### src/rtl/fetch_queue_if.sv
// Bundle of the fetch queue's signals: the redirect input, the instruction-memory request/response
// channel and the decoder dequeue port. The master modport is the fetch queue's view; the slave
// modport is the view of the environment (memory model plus decoder).
interface fetch_queue_if;
  logic        redirect;
  logic [31:0] redirect_pc;
  logic        imem_valid;
  logic        imem_ready;
  logic [31:0] imem_addr;
  logic        imem_rvalid;
  logic [31:0] imem_rdata;
  logic        deq_valid;
  logic        deq_ready;
  logic [31:0] deq_instr;
  logic [31:0] deq_pc;

  modport master (
    input  redirect, redirect_pc, imem_ready, imem_rvalid, imem_rdata, deq_ready,
    output imem_valid, imem_addr, deq_valid, deq_instr, deq_pc
  );

  modport slave (
    output redirect, redirect_pc, imem_ready, imem_rvalid, imem_rdata, deq_ready,
    input  imem_valid, imem_addr, deq_valid, deq_instr, deq_pc
  );
endinterface

### src/rtl/fetch_queue.sv
// Instruction fetch queue: it issues in-order word fetches under a credit limit and buffers the
// responses for the decoder. Responses to requests made before a redirect are dropped.
module fetch_queue #(
  parameter int          DEPTH    = 4,
  parameter logic [31:0] RESET_PC = 32'h0000_0000
) (
  input logic          clock,
  input logic          reset,
  fetch_queue_if.master bus
);

  localparam int          PTR_W = $clog2(DEPTH);
  localparam int          CNT_W = PTR_W + 1;
  localparam logic [31:0] NOP   = 32'h0000_0013;

  logic [31:0]      fetch_pc_q, fetch_pc_d;
  logic [31:0]      resp_pc_q, resp_pc_d;
  logic [CNT_W-1:0] count_q, count_d;
  logic [CNT_W-1:0] outstanding_q, outstanding_d;
  logic [CNT_W-1:0] discard_q, discard_d;
  logic [PTR_W-1:0] wr_ptr_q, wr_ptr_d;
  logic [PTR_W-1:0] rd_ptr_q, rd_ptr_d;
  logic [31:0]      instr_mem_q [DEPTH];
  logic [31:0]      pc_mem_q    [DEPTH];

  logic [CNT_W:0]   used;
  logic [31:0]      redirect_target;
  logic             credit_ok;
  logic             req_fire;
  logic             resp_keep;
  logic             resp_drop;
  logic             deq_fire;
  logic             mem_we;

  // Credits cover both buffered entries and every in-flight request, including ones that will be discarded.
  always_comb begin
    used            = {1'b0, count_q} + {1'b0, outstanding_q};
    credit_ok       = used < (CNT_W + 1)'(DEPTH);
    redirect_target = bus.redirect_pc & 32'hFFFF_FFFC;

    bus.imem_valid  = reset && !bus.redirect && credit_ok;
    bus.imem_addr   = fetch_pc_q;
    req_fire        = bus.imem_valid && bus.imem_ready;

    resp_keep       = bus.imem_rvalid && (discard_q == '0);
    resp_drop       = bus.imem_rvalid && (discard_q != '0);
    mem_we          = resp_keep && !bus.redirect;

    bus.deq_valid   = (count_q != '0);
    deq_fire        = bus.deq_valid && bus.deq_ready && !bus.redirect;
    bus.deq_instr   = bus.deq_valid ? instr_mem_q[rd_ptr_q] : NOP;
    bus.deq_pc      = bus.deq_valid ? pc_mem_q[rd_ptr_q] : 32'h0000_0000;
  end

  always_comb begin
    fetch_pc_d    = fetch_pc_q;
    resp_pc_d     = resp_pc_q;
    count_d       = count_q;
    outstanding_d = outstanding_q;
    discard_d     = discard_q;
    wr_ptr_d      = wr_ptr_q;
    rd_ptr_d      = rd_ptr_q;

    if (bus.redirect) begin
      // Every request still in flight after this cycle belongs to the old stream.
      fetch_pc_d    = redirect_target;
      resp_pc_d     = redirect_target;
      count_d       = '0;
      wr_ptr_d      = '0;
      rd_ptr_d      = '0;
      outstanding_d = outstanding_q - CNT_W'(bus.imem_rvalid);
      discard_d     = outstanding_q - CNT_W'(bus.imem_rvalid);
    end else begin
      if (req_fire) begin
        fetch_pc_d = fetch_pc_q + 32'd4;
      end
      outstanding_d = outstanding_q + CNT_W'(req_fire) - CNT_W'(bus.imem_rvalid);
      if (resp_drop) begin
        discard_d = discard_q - CNT_W'(1);
      end
      if (resp_keep) begin
        wr_ptr_d  = wr_ptr_q + PTR_W'(1);
        resp_pc_d = resp_pc_q + 32'd4;
      end
      if (deq_fire) begin
        rd_ptr_d = rd_ptr_q + PTR_W'(1);
      end
      count_d = count_q + CNT_W'(resp_keep) - CNT_W'(deq_fire);
    end
  end

  always_ff @(posedge clock or negedge reset) begin
    if (!reset) begin
      fetch_pc_q    <= RESET_PC;
      resp_pc_q     <= RESET_PC;
      count_q       <= '0;
      outstanding_q <= '0;
      discard_q     <= '0;
      wr_ptr_q      <= '0;
      rd_ptr_q      <= '0;
    end else begin
      fetch_pc_q    <= fetch_pc_d;
      resp_pc_q     <= resp_pc_d;
      count_q       <= count_d;
      outstanding_q <= outstanding_d;
      discard_q     <= discard_d;
      wr_ptr_q      <= wr_ptr_d;
      rd_ptr_q      <= rd_ptr_d;
    end
  end

  // Storage needs no reset: an entry is only read once the count says it was written.
  always_ff @(posedge clock) begin
    if (mem_we) begin
      instr_mem_q[wr_ptr_q] <= bus.imem_rdata;
      pc_mem_q[wr_ptr_q]    <= resp_pc_q;
    end
  end

endmodule

### src/flat_wrapper.sv
// flat-port wrapper written by rule: the top's interface ports become plain ports
module fetch_queue_flat 
#(
  parameter int          DEPTH    = 4,
  parameter logic [31:0] RESET_PC = 32'h0000_0000
)
  (clock, reset, bus_redirect, bus_redirect_pc, bus_imem_ready, bus_imem_rvalid, bus_imem_rdata, bus_deq_ready, bus_imem_valid, bus_imem_addr, bus_deq_valid, bus_deq_instr, bus_deq_pc);
  fetch_queue_if bus_i ();
  input logic clock;
  input logic reset;
  input wire logic [$bits(bus_i.redirect)-1:0] bus_redirect;
  input wire logic [$bits(bus_i.redirect_pc)-1:0] bus_redirect_pc;
  input wire logic [$bits(bus_i.imem_ready)-1:0] bus_imem_ready;
  input wire logic [$bits(bus_i.imem_rvalid)-1:0] bus_imem_rvalid;
  input wire logic [$bits(bus_i.imem_rdata)-1:0] bus_imem_rdata;
  input wire logic [$bits(bus_i.deq_ready)-1:0] bus_deq_ready;
  output wire logic [$bits(bus_i.imem_valid)-1:0] bus_imem_valid;
  output wire logic [$bits(bus_i.imem_addr)-1:0] bus_imem_addr;
  output wire logic [$bits(bus_i.deq_valid)-1:0] bus_deq_valid;
  output wire logic [$bits(bus_i.deq_instr)-1:0] bus_deq_instr;
  output wire logic [$bits(bus_i.deq_pc)-1:0] bus_deq_pc;
  assign bus_i.redirect = bus_redirect;
  assign bus_i.redirect_pc = bus_redirect_pc;
  assign bus_i.imem_ready = bus_imem_ready;
  assign bus_i.imem_rvalid = bus_imem_rvalid;
  assign bus_i.imem_rdata = bus_imem_rdata;
  assign bus_i.deq_ready = bus_deq_ready;
  assign bus_imem_valid = bus_i.imem_valid;
  assign bus_imem_addr = bus_i.imem_addr;
  assign bus_deq_valid = bus_i.deq_valid;
  assign bus_deq_instr = bus_i.deq_instr;
  assign bus_deq_pc = bus_i.deq_pc;
  fetch_queue #(.DEPTH(DEPTH), .RESET_PC(RESET_PC)) u_core (.clock(clock), .reset(reset), .bus(bus_i));
endmodule
### config.mk
export PLATFORM = sky130hd
export DESIGN_NAME = fetch_queue_flat
export DESIGN_NICKNAME = d
export VERILOG_FILES = /design/src/rtl/fetch_queue_if.sv /design/src/rtl/fetch_queue.sv /design/src/flat_wrapper.sv
export SDC_FILE = /design/constraint.sdc
export NUM_CORES = 1
export LEC_CHECK = 0
export ABC_CLOCK_PERIOD_IN_PS = 4700
export BUFFER_PORTS_ARGS = -buffer_cell sky130_fd_sc_hd__buf_4
export CORE_ASPECT_RATIO = 1.1
export CORE_MARGIN = 5
export CORE_UTILIZATION = 62
export DETAILED_ROUTE_END_ITERATION = 10
export GPL_ROUTABILITY_DRIVEN = 0
export PLACE_DENSITY = 0.94
export SETUP_SLACK_MARGIN = 0.3
export SLEW_MARGIN = 20
export SYNTH_ARGS = -nofsm -noshare
export SYNTH_HDL_FRONTEND = slang
export SYNTH_SLANG_ARGS = --single-unit
### constraint.sdc
create_clock -name clock -period 4.7 [get_ports clock]
set_input_delay 0.47 -clock clock [delete_from_list [all_inputs] [get_ports clock]]
set_output_delay 0.47 -clock clock [all_outputs]
set_load 0.01 [all_outputs]
# [Word-level counts from Yosys, hierarchy flattened]
# Memories as Yosys holds them, arrays and structs flattened.
# Cells that the tools add are included.
[word_totals] mem_count=2 input_bits=70 wordCells=53 output_inout_bits=98 ramBits=256 reg_bits=77
[memory_table] memory="u_core.instr_mem_q" words=4 word_bits=32 rd=1 rd_clocked_by_memory_dff=0 wr=1 line_no="fetch_queue.sv:23" rtl="logic [31:0] instr_mem_q [DEPTH];"
[memory_table] memory="u_core.pc_mem_q" words=4 word_bits=32 rd=1 rd_clocked_by_memory_dff=0 wr=1 line_no="fetch_queue.sv:24" rtl="logic [31:0] pc_mem_q [DEPTH];"
[op_classes] reduce_logical=16 order_cmp=1 add_sub_neg=11 muxes=16
[ops] cell="$mux W32" count=6
[ops] cell="$add A32 B3 Y32 const B" count=2
[ops] cell="$mux W3" count=4
[ops] cell="$sub A3 B1 Y3" count=3
[ops] cell="$logic_and A1 B1 Y1" count=8
[ops] cell="$mux W2" count=4
[ops] cell="$reduce_bool A2 Y1" count=4
[ops] cell="$add A3 B1 Y3" count=2
[ops] cell="$reduce_bool A3 Y1" count=2
[ops] cell="$add A2 B1 Y2 const B" count=2
[ops] cell="$add A3 B3 Y4" count=1
[ops] cell="$lt A4 B3 Y1 const B" count=1
[ops] cell="$logic_not A3 Y1" count=1
[ops] cell="$sub A3 B1 Y3 const B" count=1
[ops] cell="$mux W1" count=2
[ops] cell="$logic_not A1 Y1" count=1

# [Depth between registers and ports, before layout]
# Gate-level depths: netlist of run 1.
[depth] ltp_word=7 ltp_mapped=11 depth_no_buf=11

# [Worst setup path before layout of run 1]
# Ideal clock, no wire load.
[synth_path] path_type="register -> register" start="register u_core.discard_q[0]" end="memory u_core.instr_mem_q[0][0], enable pin" t_required_ns=4.273 arrival_ns=2.691 setup_time_ns=0.427 stages_incl_launch_ff=7 synth_period_minus_slack_ns=3.117 path_buffers=1 slack_ns=1.583 cell_sequence="dfrtp_1 > inv_1 > ha_1 > nand2b_1 > nor2_1 > buf_1 > and3_1"
[synth_via] elab_chain_cells=5
[synth_rtl] item="start, declared" line_no="fetch_queue.sv:20" rtl="logic [CNT_W-1:0] discard_q, discard_d;"
[synth_rtl] item="start signal, assigned" line_no="fetch_queue.sv:106" rtl="discard_q <= discard_d;"
[synth_rtl] item="$logic_not A3 Y1" line_no="fetch_queue.sv:45" rtl="resp_keep = bus.imem_rvalid && (discard_q == '0);"
[synth_rtl] item="$logic_and A1 B1 Y1" line_no="fetch_queue.sv:45"
[synth_rtl] item="$logic_and A1 B1 Y1" line_no="fetch_queue.sv:47" rtl="mem_we = resp_keep && !bus.redirect;"
[synth_rtl] item="$mux W1" line_no="fetch_queue.sv:114" rtl="if (mem_we) begin"
[synth_rtl] item="$mux W1 (implied by the code)" line_no="fetch_queue.sv:115" rtl="instr_mem_q[wr_ptr_q] <= bus.imem_rdata;"
[synth_rtl] item="end, declared" line_no="fetch_queue.sv:23"
# No other way between the ends.

# [Worst setup path after layout of run 1]
[layout_path] start="register u_core.rd_ptr_q[0]" end="output bus_deq_pc[20]"
[layout_via] elab_chain_cells=2
[layout_rtl] item="start, declared" line_no="fetch_queue.sv:22" rtl="logic [PTR_W-1:0] rd_ptr_q, rd_ptr_d;"
[layout_rtl] item="start signal, assigned" line_no="fetch_queue.sv:108" rtl="rd_ptr_q <= rd_ptr_d;"
[layout_rtl] item="$mem_v2 Z4 W32"
[layout_rtl] item="$mux W32" line_no="fetch_queue.sv:52" rtl="bus.deq_pc = bus.deq_valid ? pc_mem_q[rd_ptr_q] : 32'h0000_0000;"
[layout_rtl] item="end, declared" line_no="flat_wrapper.sv:21" rtl="output wire logic [$bits(bus_i.deq_pc)-1:0] bus_deq_pc;"
# No other way between the ends.

==> impl_metrics.yaml, run 1 <==
outcome:
  status: "completed"
worst_setup_path:
  slowest_delay_ns: 0.84
  critPathKind: "flop to output port"
  worst_setup_path_end_kind: "output port"
  worstPathRequired_ns: 4.23
  startpoint_type: "flop"
  critPathMostFrequentCell: "buf_4"
  crit_arrival_ns: 2.73
  cp_cell_sequence: "buf_4 > mux4_2 > and2_1 > buf_4"
  cp_max_fo: 32
  critPathSlowestCell: "dfrtp_4"
min_path:
  hp-class: "input pin to flop"
synthesis:
  ys_types: 52
  yosys-top-cells-area: "edfxtp_1 55%, dfrtp_1 13%, mux4_2 10%"
  synth_flop_cell: "edfxtp_1"
  synth_warnings: 0
  synthCells: 851
  synth-edff-count: 248
  ys_seq_area_frac: 0.680
  yosys.area.top_type_share: 0.546
  yosysTopAreaCell: "edfxtp_1"
  async_reset_ff_frac: 0.227
  synth_seq_cells: 321
  netlist_area_mm2: 0.0136
  syn_area_per_cell_um2: 16.0
cts:
  cts_tree: "built"
  clock-root-buffer: "clkbuf_16"
  clock-sinks: 321
  cts_inserted_buffers: 30
  clock_latency_ns: 0.55
  ctsResizeCount: 0
  clk_pin_slew_ns: 0.06
  clock_path_buffers: 3
  htree_levels: 1
detailed_routing:
  via_count: 8104
  via_per_inst: 6.06
  wl_mm: 29.2
  drt_iter0_drc: 627
  drt-wirelength-per-cell_um: 21.8
  route.antenna.remaining_nets: 0
  firstDrtPassIters: 6
  drc: 0
global_route:
  grt_use_total: 0.240
  antenna_found_initial: 0
  grt_pass1_wl_mm: 45.8
  overflow: 0
  grt_max_degree: 63
  grt_pass1_vias: 8103
layout:
  post-route-util: 0.738
  nets: 1107
  fillCellCount: 1290
  area_delta_synth_final_pct: 18.4
  antenna_cells: 0
  fin_area_mm2: 0.0162
  drive_gt1_frac: 0.303
placed_design:
  placed_cell_area_mm2: 0.0152
  hpwl_mm: 18.4
  port_buffers: 161
  pre_cts_slack_ns: 1.70
power:
  power.density_mw_per_mm2: 488
  comb_power_share: 0.260
  pwr-share-clk: 0.297
  internal_power_uw: 5640
  peakVddDrop_mv: 0.290
  switching_share: 0.285
  switchingPower_uw: 2240
  leakagePower_uw: 0.00584
  seq_power_share: 0.443
die:
  rows: 57
  ios: 168
  die_h_um: 166
  die_w_um: 151
  core_region_area_mm2: 0.0219
  design.die.area_mm2: 0.0251
  initial_utilization: 0.623
timing:
  whs_ns: 0.125
  finalHoldViolCount: 0
  fin_tns_setup_ns: 0
  setup_slack_ns: 1.50
  setup_violations: 0
  period_minus_slack_ns: 3.20
  fmax_mhz: 312
  slew_headroom: 0.393
  finalCritPeriodShare: 0.682
  fin_skew_ns: 0.0144
  tightest_slew_ns: 0.907
  rsz0062_at_grt: "false"
  final_max_slew_viol_count: 0
job:
  maxCapViolCount: 0
## Yosys cell counts, types with 16 or more instances
| library cell | count |
|---|---|
| dfrtp_1 | 73 |
| o21ai_0 | 30 |
| nor2_1 | 26 |
| edfxtp_1 | 248 |
| xnor2_1 | 19 |
| and2_1 | 66 |
| xor2_1 | 28 |
| nand4_1 | 17 |
| nand3_1 | 34 |
| ha_1 | 16 |
| nand2_1 | 50 |
| clkbuf_1 | 19 |
| mux4_2 | 62 |
| inv_1 | 21 |
## timing repair
action / 4_1_cts / 5_1_grt
endpoints found under the setup margin: 0 / 0
hold buffers: 1 / 0
endpoints found under the hold margin: 11 / 0
setup buffers: 0 / 0
## stage by stage
stage               total power (µW)  cells
floorplan                       4720    854
global placement                5540   1281
global route                    8260   1338
CTS                             7950   1338
detailed placement              5610   1281
finish                          7880   1338
## cell families (layout without fill, tap and decap cells)
kind of cell	after synthesis	in the layout	synth area share
compound gates	78	78	0.0355
simple gates	250	250	0.106
mux	72	72	0.111
other cells	1	4	0.000275
xor+xnor	47	47	0.0302
buf+inv	64	253	0.0200
fa+ha+maj	18	18	0.0176
flops	321	321	0.680
## final cells by class
cell class / instances / area (µm²) / share of cell area
tap: 295 / 369 / 0.0229
clock inverter: 21 / 174 / 0.0108
clock buffer: 35 / 791 / 0.0490
sequential: 321 / 9280 / 0.574
inverter: 23 / 86.3 / 0.00534
timing repair buffer: 174 / 1350 / 0.0833
multi-input combinational: 469 / 4110 / 0.254
## placed cells by master (no fill, tap or decap), drive strengths merged, types with 13 or more instances in the layout
cell    count
clkbuf     35
mux4       62
inv        23
ha         16
edfxtp    248
xor2       28
buf       173
nand4      20
nand3      34
and2       66
and3       13
dfrtp      73
nand2      50
nor2       27
xnor2      19
o21ai      34
## layer usage
| metal | wire length (µm) | track usage | part of all wire |
|---|---|---|---|
| met2 | 14800 | 0.406 | 0.51 |
| met4 | 670 | 0.0660 | 0.023 |
| met5 | 0 | 0 | 0 |
| met3 | 2320 | 0.0371 | 0.080 |
| met1 | 11400 | 0.329 | 0.39 |
## flip-flops by register name (all words and copies together), names as in the netlist
signal and cells:
u_core.resp_pc_q 30, u_core.count_q 3, u_core.wr_ptr_q 2, u_core.instr_mem_q 128, u_core.pc_mem_q 120, u_core.discard_q 3, u_core.bus.imem_addr 30, u_core.rd_ptr_q 2
u_core.outstanding_q 3
## worst paths after layout
kind | to | depth (start not counted) | from | slack (ns)
setup / recovery | bus_deq_pc[20] | 4 | u_core.rd_ptr_q[0] | 1.50
hold / removal | u_core.instr_mem_q[3][3] | 1 | bus_imem_rdata[3] | 0.12
setup reg to reg | u_core.pc_mem_q[1][17] | 6 | u_core.discard_q[0] | 1.72
hold reg to reg | u_core.outstanding_q[2] | 1 | u_core.outstanding_q[2] | 0.52
max in group asynchronous | u_core.rd_ptr_q[0] | 3 | reset | 3.27
min in group asynchronous | u_core.bus.imem_addr[18] | 2 | reset | 0.31
## critical path: cells and delay by family (launching register included)
kind / cells / cell delay (ns)
buffers and inverters: 2 / 0.60
DFF: 1 / 0.84
muxes: 1 / 0.55
and+or+nand+nor: 1 / 0.19
## power by group through the flow
stage	combinational [µW]	clock (µW)	sequential [µW]
floorplan	1290	0	3430
global placement	2010	0	3530
detailed placement	2060	0	3540
CTS	2090	2370	3490
global route	2230	2510	3530
finish	2050	2340	3490
No activity file was read; power rests on OpenSTA's default activity.
==> inputs of run 2 (changes only) <==
- ABC_CLOCK_PERIOD_IN_PS: 4700 -> 2600
- CORE_UTILIZATION: 62 -> 52
- PLACE_DENSITY: 0.94 -> 0.85
- clock period: 4.7 -> 2.6 ns (I/O delays scaled with it)
==> run 2 against run 1 <==
Worst setup slack got worse by 1.3 ns. Clock power grew 94%. Largest cell class unchanged. Largest power group unchanged. Cell count grew 10%. Sequential share of layout area down 4.7 points. Clock-buffer cell count rose by 6.
==> impl_metrics.yaml, run 2 (same netlist as run 1, synthesis figures left out) <==
job:
  maxCapViolCount: 0
timing:
  slew_headroom: 0.483
  final_max_slew_viol_count: 0
  fmax_mhz: 413
  setup_violations: 0
  fin_tns_setup_ns: 0
  rsz0062_at_grt: "true"
  tightest_slew_ns: 0.776
  finalHoldViolCount: 0
  fin_skew_ns: 0.0149
  finalCritPeriodShare: 0.932
  period_minus_slack_ns: 2.42
layout:
  final_cell_mix: "248 x edfxtp_1, 142 x buf_4, 69 x dfrtp_1"
  drive_gt1_frac: 0.363
  nets: 1190
  antenna_cells: 0
  largest_reg_flops: 128
  largest_register: "u_core.instr_mem_q"
  layout_commonest_cell: "edfxtp_1"
  area_delta_synth_final_pct: 29.1
  reg.largest.list: "u_core.instr_mem_q x128, u_core.pc_mem_q x120"
worst_setup_path:
  slowest_delay_ns: 0.53
  worstPathRequired_ns: 2.34
  crit_arrival_ns: 2.16
  startpoint_type: "flop"
  cp_max_fo: 8
  critPathKind: "flop to output port"
  worst_setup_path_end_kind: "output port"
  critPathSlowestCell: "mux4_2"
  worst-r2r-setup-slack_ns: 0.34
  cp_cell_sequence: "buf_12 > buf_12 > mux4_2 > and2_4 > buf_6"
  critPathMostFrequentCell: "buf_12"
cts:
  clock_latency_ns: 0.50
  cts_inserted_buffers: 34
  clk_pin_slew_ns: 0.06
  cts_tree: "built"
  htree_levels: 2
  clock_path_buffers: 3
  clock-root-buffer: "clkbuf_16"
  clock-sinks: 321
global_route:
  antenna_found_initial: 0
  overflow: 0
  grt_max_degree: 62
  grt_use_total: 0.208
  grt_pass1_vias: 8718
  grt_pass1_wl_mm: 48.4
detailed_routing:
  firstDrtPassIters: 5
  route.antenna.remaining_nets: 0
  drt_iter0_drc: 547
  wl_mm: 30.8
  via_per_inst: 5.68
  drt-wirelength-per-cell_um: 20.9
  via_count: 8389
  drc: 0
placed_design:
  hpwl_mm: 19.0
  port_buffers: 161
die:
  die_w_um: 164
  core_region_area_mm2: 0.0260
  ios: 168
  rows: 62
  design.die.area_mm2: 0.0296
  die_h_um: 180
  initial_utilization: 0.525
outcome:
  status: "completed"
power:
  leakagePower_uw: 0.00644
  peakVddDrop_mv: 0.591
  power_uw: 16000
  power.density_mw_per_mm2: 910
min_path:
  hp-class: "input pin to flop"
## run 2: worst paths after layout
| path | endpoint | depth (start not counted) | from |
|---|---|---|---|
| worst max register to register | u_core.count_q[2] | 11 | u_core.count_q[2] |
| max in group asynchronous | u_core.rd_ptr_q[0] | 4 | reset |
| worst min-delay path | u_core.resp_pc_q[16] | 3 | bus_redirect_pc[16] |
| worst max-delay path | bus_deq_instr[10] | 5 | u_core.rd_ptr_q[0] |
| min in group asynchronous | u_core.bus.imem_addr[15] | 3 | reset |
| worst min register to register | u_core.bus.imem_addr[19] | 1 | u_core.bus.imem_addr[19] |
## run 2: report_power, final
part | total, µW | leakage, µW | internal, µW | switching, µW
combinational | 5280 | 0.00282 | 3040 | 2240
sequential | 6210 | 0.00311 | 5870 | 343
clock | 4540 | 0.000508 | 2650 | 1890
total | 16000 | 0.00644 | 11600 | 4480
## run 2: timing repair
item                       4_1_cts  5_1_grt
cloned                           1        1
buffers inserted                13        4
hold buffers                    40        0
hold endpoints to repair       154        0
pin swaps                        0        4
gates resized for setup         57       63
setup endpoints to repair       66      318
## run 2: final cells by class
class | count | area [µm²]
clock buffers | 41 | 887
repair buffers | 253 | 2450
clock inverters | 17 | 163
multi-input cells | 469 | 4300
inverters | 23 | 88.8
well taps | 352 | 440
fillers | 1680 | 8380
flip-flops and latches | 321 | 9280
## run 2: critical path, delay by kind of cell, from the launching register on
| kind | cells | cell delay, ns |
|---|---|---|
| multiplexers | 1 | 0.53 |
| buffers and inverters | 3 | 0.42 |
| flip-flops | 1 | 0.52 |
| AND/OR/NAND/NOR | 1 | 0.18 |
## run 2: metal layers
| layer | vias up | part of all wire | GRT usage |
|---|---|---|---|
| li1 | 3756 | - | - |
| met3 | 49 | 0.069 | 0.0360 |
| met4 | 0 | 0.021 | 0.0529 |
| met2 | 345 | 0.50 | 0.345 |
| met1 | 4239 | 0.41 | 0.288 |
| met5 | - | 0 | 0 |
## run 2: stage by stage
stage | worst slack [ns] | hold slack (ns) | utilization | cells | cell area, µm²
finish | 0.177 | 0.0253 | 0.678 | 1476 | 17600
global route | 0.115 | 0.0186 | 0.678 | 1476 | 17600
CTS | 0.142 | 0.00106 | 0.668 | 1471 | 17300
detailed placement | 0.241 | 0.260 | 0.595 | 1359 | 15500
global placement | 0.284 | 0.263 | 0.595 | 1359 | 15500
floorplan | 0.162 | -0.0356 | - | 854 | 13700
==> inputs of run 3 (changes only) <==
- ABC_AREA: not set -> 1
- CORE_UTILIZATION: 52 -> 53
- PLACE_DENSITY: 0.85 -> 0.86
==> run 3 against run 2 <==
Sequential cell count unchanged. Design area increased by 4.9%. Worst setup slack improved by 0.060 ns. Register-to-register slack got worse by 0.03 ns. Sequential power increased by 4.3%. Combinational power increased by 24%. Global-route usage increased by 2.9 points. Cell count increased by 44%. Critical endpoint is now bus_deq_instr[4].
==> impl_metrics.yaml, run 3 <==
cts:
  htree_levels: 1
  clk_pin_slew_ns: 0.07
  clock-root-buffer: "clkbuf_16"
  clock-sinks: 321
  clock_latency_ns: 0.56
  cts_inserted_buffers: 30
  clock_path_buffers: 3
  cts_tree: "built"
layout:
  reg.largest.list: "u_core.instr_mem_q x128, u_core.pc_mem_q x120"
  largest_register: "u_core.instr_mem_q"
  fin_area_mm2: 0.0185
  layout_commonest_cell: "nor2_1"
  drive_gt1_frac: 0.195
  fillCellCount: 1920
  final_cell_mix: "339 x nor2_1, 248 x edfxtp_1, 230 x nand2_1"
  nets: 1828
  antenna_cells: 0
  largest_reg_flops: 128
  area_delta_synth_final_pct: 24.7
synthesis:
  yosysTopAreaCell: "edfxtp_1"
  ys_types: 43
  synth_most_common_cell: "nor2_1"
  syn_area_per_cell_um2: 9.76
  synth_flop_cell: "edfxtp_1"
  synth_seq_cells: 321
  synth_commonest_cells: "349 x nor2_1, 248 x edfxtp_1, 230 x nand2_1"
  async_reset_ff_frac: 0.227
  synthCells: 1517
  ys_seq_area_frac: 0.626
  yosys.area.top_type_share: 0.503
  synth_warnings: 0
  netlist_area_mm2: 0.0148
  yosys-top-cells-area: "edfxtp_1 50%, dfrtp_1 12%, nor2_1 8.8%"
  synth-edff-count: 248
worst_setup_path:
  worst-r2r-setup-slack_ns: 0.31
  cp_max_fo: 4
  worstPathRequired_ns: 2.34
  critPathMostFrequentCell: "buf_6"
  critPathSlowestCell: "dfrtp_1"
  rr_worst_depth: 13
  crit_arrival_ns: 2.10
  slowest_delay_ns: 0.41
  startpoint: "u_core.count_q[1]"
  critPathKind: "flop to output port"
  worst_setup_path_end_kind: "output port"
  cp_cell_sequence: "or2_4 > nor2_4 > buf_6 > buf_6 > buf_12 > inv_2 > o311ai_2 > buf_4"
  startpoint_type: "flop"
  r2r_end: "u_core.outstanding_q[2]"
  timing.rr.start: "u_core.count_q[1]"
  setup.worst_path.end: "bus_deq_instr[4]"
min_path:
  hp-class: "input pin to flop"
timing:
  setup_violations: 0
  setup_slack_ns: 0.237
  finalCritPeriodShare: 0.909
  fmax_mhz: 423
  finalHoldViolCount: 0
  rsz0062_at_grt: "true"
  fin_tns_setup_ns: 0
  final_max_slew_viol_count: 0
  slew_headroom: 0.509
  period_minus_slack_ns: 2.36
  fin_skew_ns: 0.0185
  tightest_slew_ns: 0.737
global_route:
  grt_max_degree: 63
  antenna_found_initial: 0
  grt_pass1_wl_mm: 59.4
  overflow: 0
  grt_use_total: 0.237
  grt_pass1_vias: 11700
placed_design:
  placed_cell_area_mm2: 0.0165
  pre_cts_slack_ns: 0.229
  port_buffers: 161
  hpwl_mm: 23.1
detailed_routing:
  via_per_inst: 5.73
  wl_met1_mm: 15.1
  route.antenna.remaining_nets: 0
  wl_mm: 40.6
  firstDrtPassIters: 5
  via_count: 12200
  wl_met2_mm: 20.2
  drc: 0
  drt-wirelength-per-cell_um: 19.1
  drt_iter0_drc: 1519
  wl_met3_mm: 3.99
  top_layer: "met4"
die:
  die_h_um: 185
  design.die.area_mm2: 0.0314
  core_region_area_mm2: 0.0277
  initial_utilization: 0.535
  ios: 168
  die_w_um: 169
  rows: 64
outcome:
  status: "completed"
power:
  leakagePower_uw: 0.00736
  power.density_mw_per_mm2: 928
  peakVddDrop_mv: 0.615
job:
  maxCapViolCount: 0
-- run 3: cell count changes after synthesis, sizes merged, moves of 65 or more --
cell	change
nand2	+188
a21oi	+81
inv	+88
o21ai	+129
and2	-65
nor2	+345
-- run 3: how the worst min path moves through the flow --
| stage | startpoint | to | slack [ns] | cells after the start |
|---|---|---|---|---|
| floorplan | reset | u_core.bus.imem_addr[10] | -0.04 | 0 |
| global placement | reset | u_core.bus.imem_addr[28] | 0.31 | 2 |
| detailed placement | reset | u_core.bus.imem_addr[22] | 0.31 | 2 |
| CTS | bus_redirect_pc[11] | u_core.resp_pc_q[11] | 0.002 | 3 |
| global route | bus_redirect_pc[4] | u_core.bus.imem_addr[4] | 0.008 | 3 |
| finish | bus_redirect_pc[4] | u_core.bus.imem_addr[4] | 0.02 | 3 |
-- run 3: final cells by class --
type | instances | area, µm² | share of cell area
clock buffers | 40 | 810 | 0.0438
clock inverters | 14 | 100 | 0.00542
inverters | 112 | 443 | 0.0240
multi-input cells | 1018 | 4980 | 0.270
flip-flops and latches | 321 | 9280 | 0.502
well taps | 363 | 454 | 0.0246
repair buffers | 257 | 2410 | 0.130
-- run 3: worst max-delay path, delay by kind of cell, from the launching register on --
family | cells | cell delay, ns
buffers and inverters | 5 | 0.62
AO/OA/AOI/OAI | 1 | 0.10
AND/OR/NAND/NOR | 2 | 0.41
flip-flops | 1 | 0.41
-- run 3: logic make-up (layout without fill, tap and decap cells) --
logic type | Yosys count | after routing | synth area share
simple gates | 703 | 703 | 0.198
flops | 321 | 321 | 0.626
compound gates | 281 | 281 | 0.0997
buf+inv | 181 | 423 | 0.0528
fa+ha+maj | 18 | 18 | 0.0162
xor+xnor | 12 | 12 | 0.00710
other cells | 1 | 4 | 0.000253
-- run 3: metal layers --
| metal | up-vias | track usage |
|---|---|---|
| met2 | 761 | 0.417 |
| li1 | 5541 | - |
| met3 | 97 | 0.0290 |
| met1 | 5776 | 0.309 |
| met5 | - | 0 |
| met4 | 0 | 0.0725 |
-- run 3: stage by stage --
step / total power (µW) / util / hold WS [ns] / cells
floorplan: 9200 / - / -0.0356 / 1520
global placement: 11200 / 0.595 / 0.314 / 2002
detailed placement: 11300 / 0.595 / 0.315 / 2002
CTS: 16100 / 0.652 / 0.00218 / 2109
global route: 17900 / 0.667 / 0.00832 / 2125
finish: 17100 / 0.667 / 0.0213 / 2125
-- run 3: what timing repair did --
item / in CTS / in global routing
gates resized for setup: 21 / 58
setup buffers: 9 / 9
gates cloned: 3 / 7
pin swaps: 3 / 9
setup endpoints to repair: 65 / 60
hold buffers: 41 / 0
endpoints found under the hold margin: 156 / 0
-- run 3: where the power goes --
group          total, µW  internal, µW  leakage (µW)  switching (µW)
Sequential          6480          5980       0.00312             503
Clock               4110          2280      0.000443            1830
Combinational       6550          2860       0.00380            3690
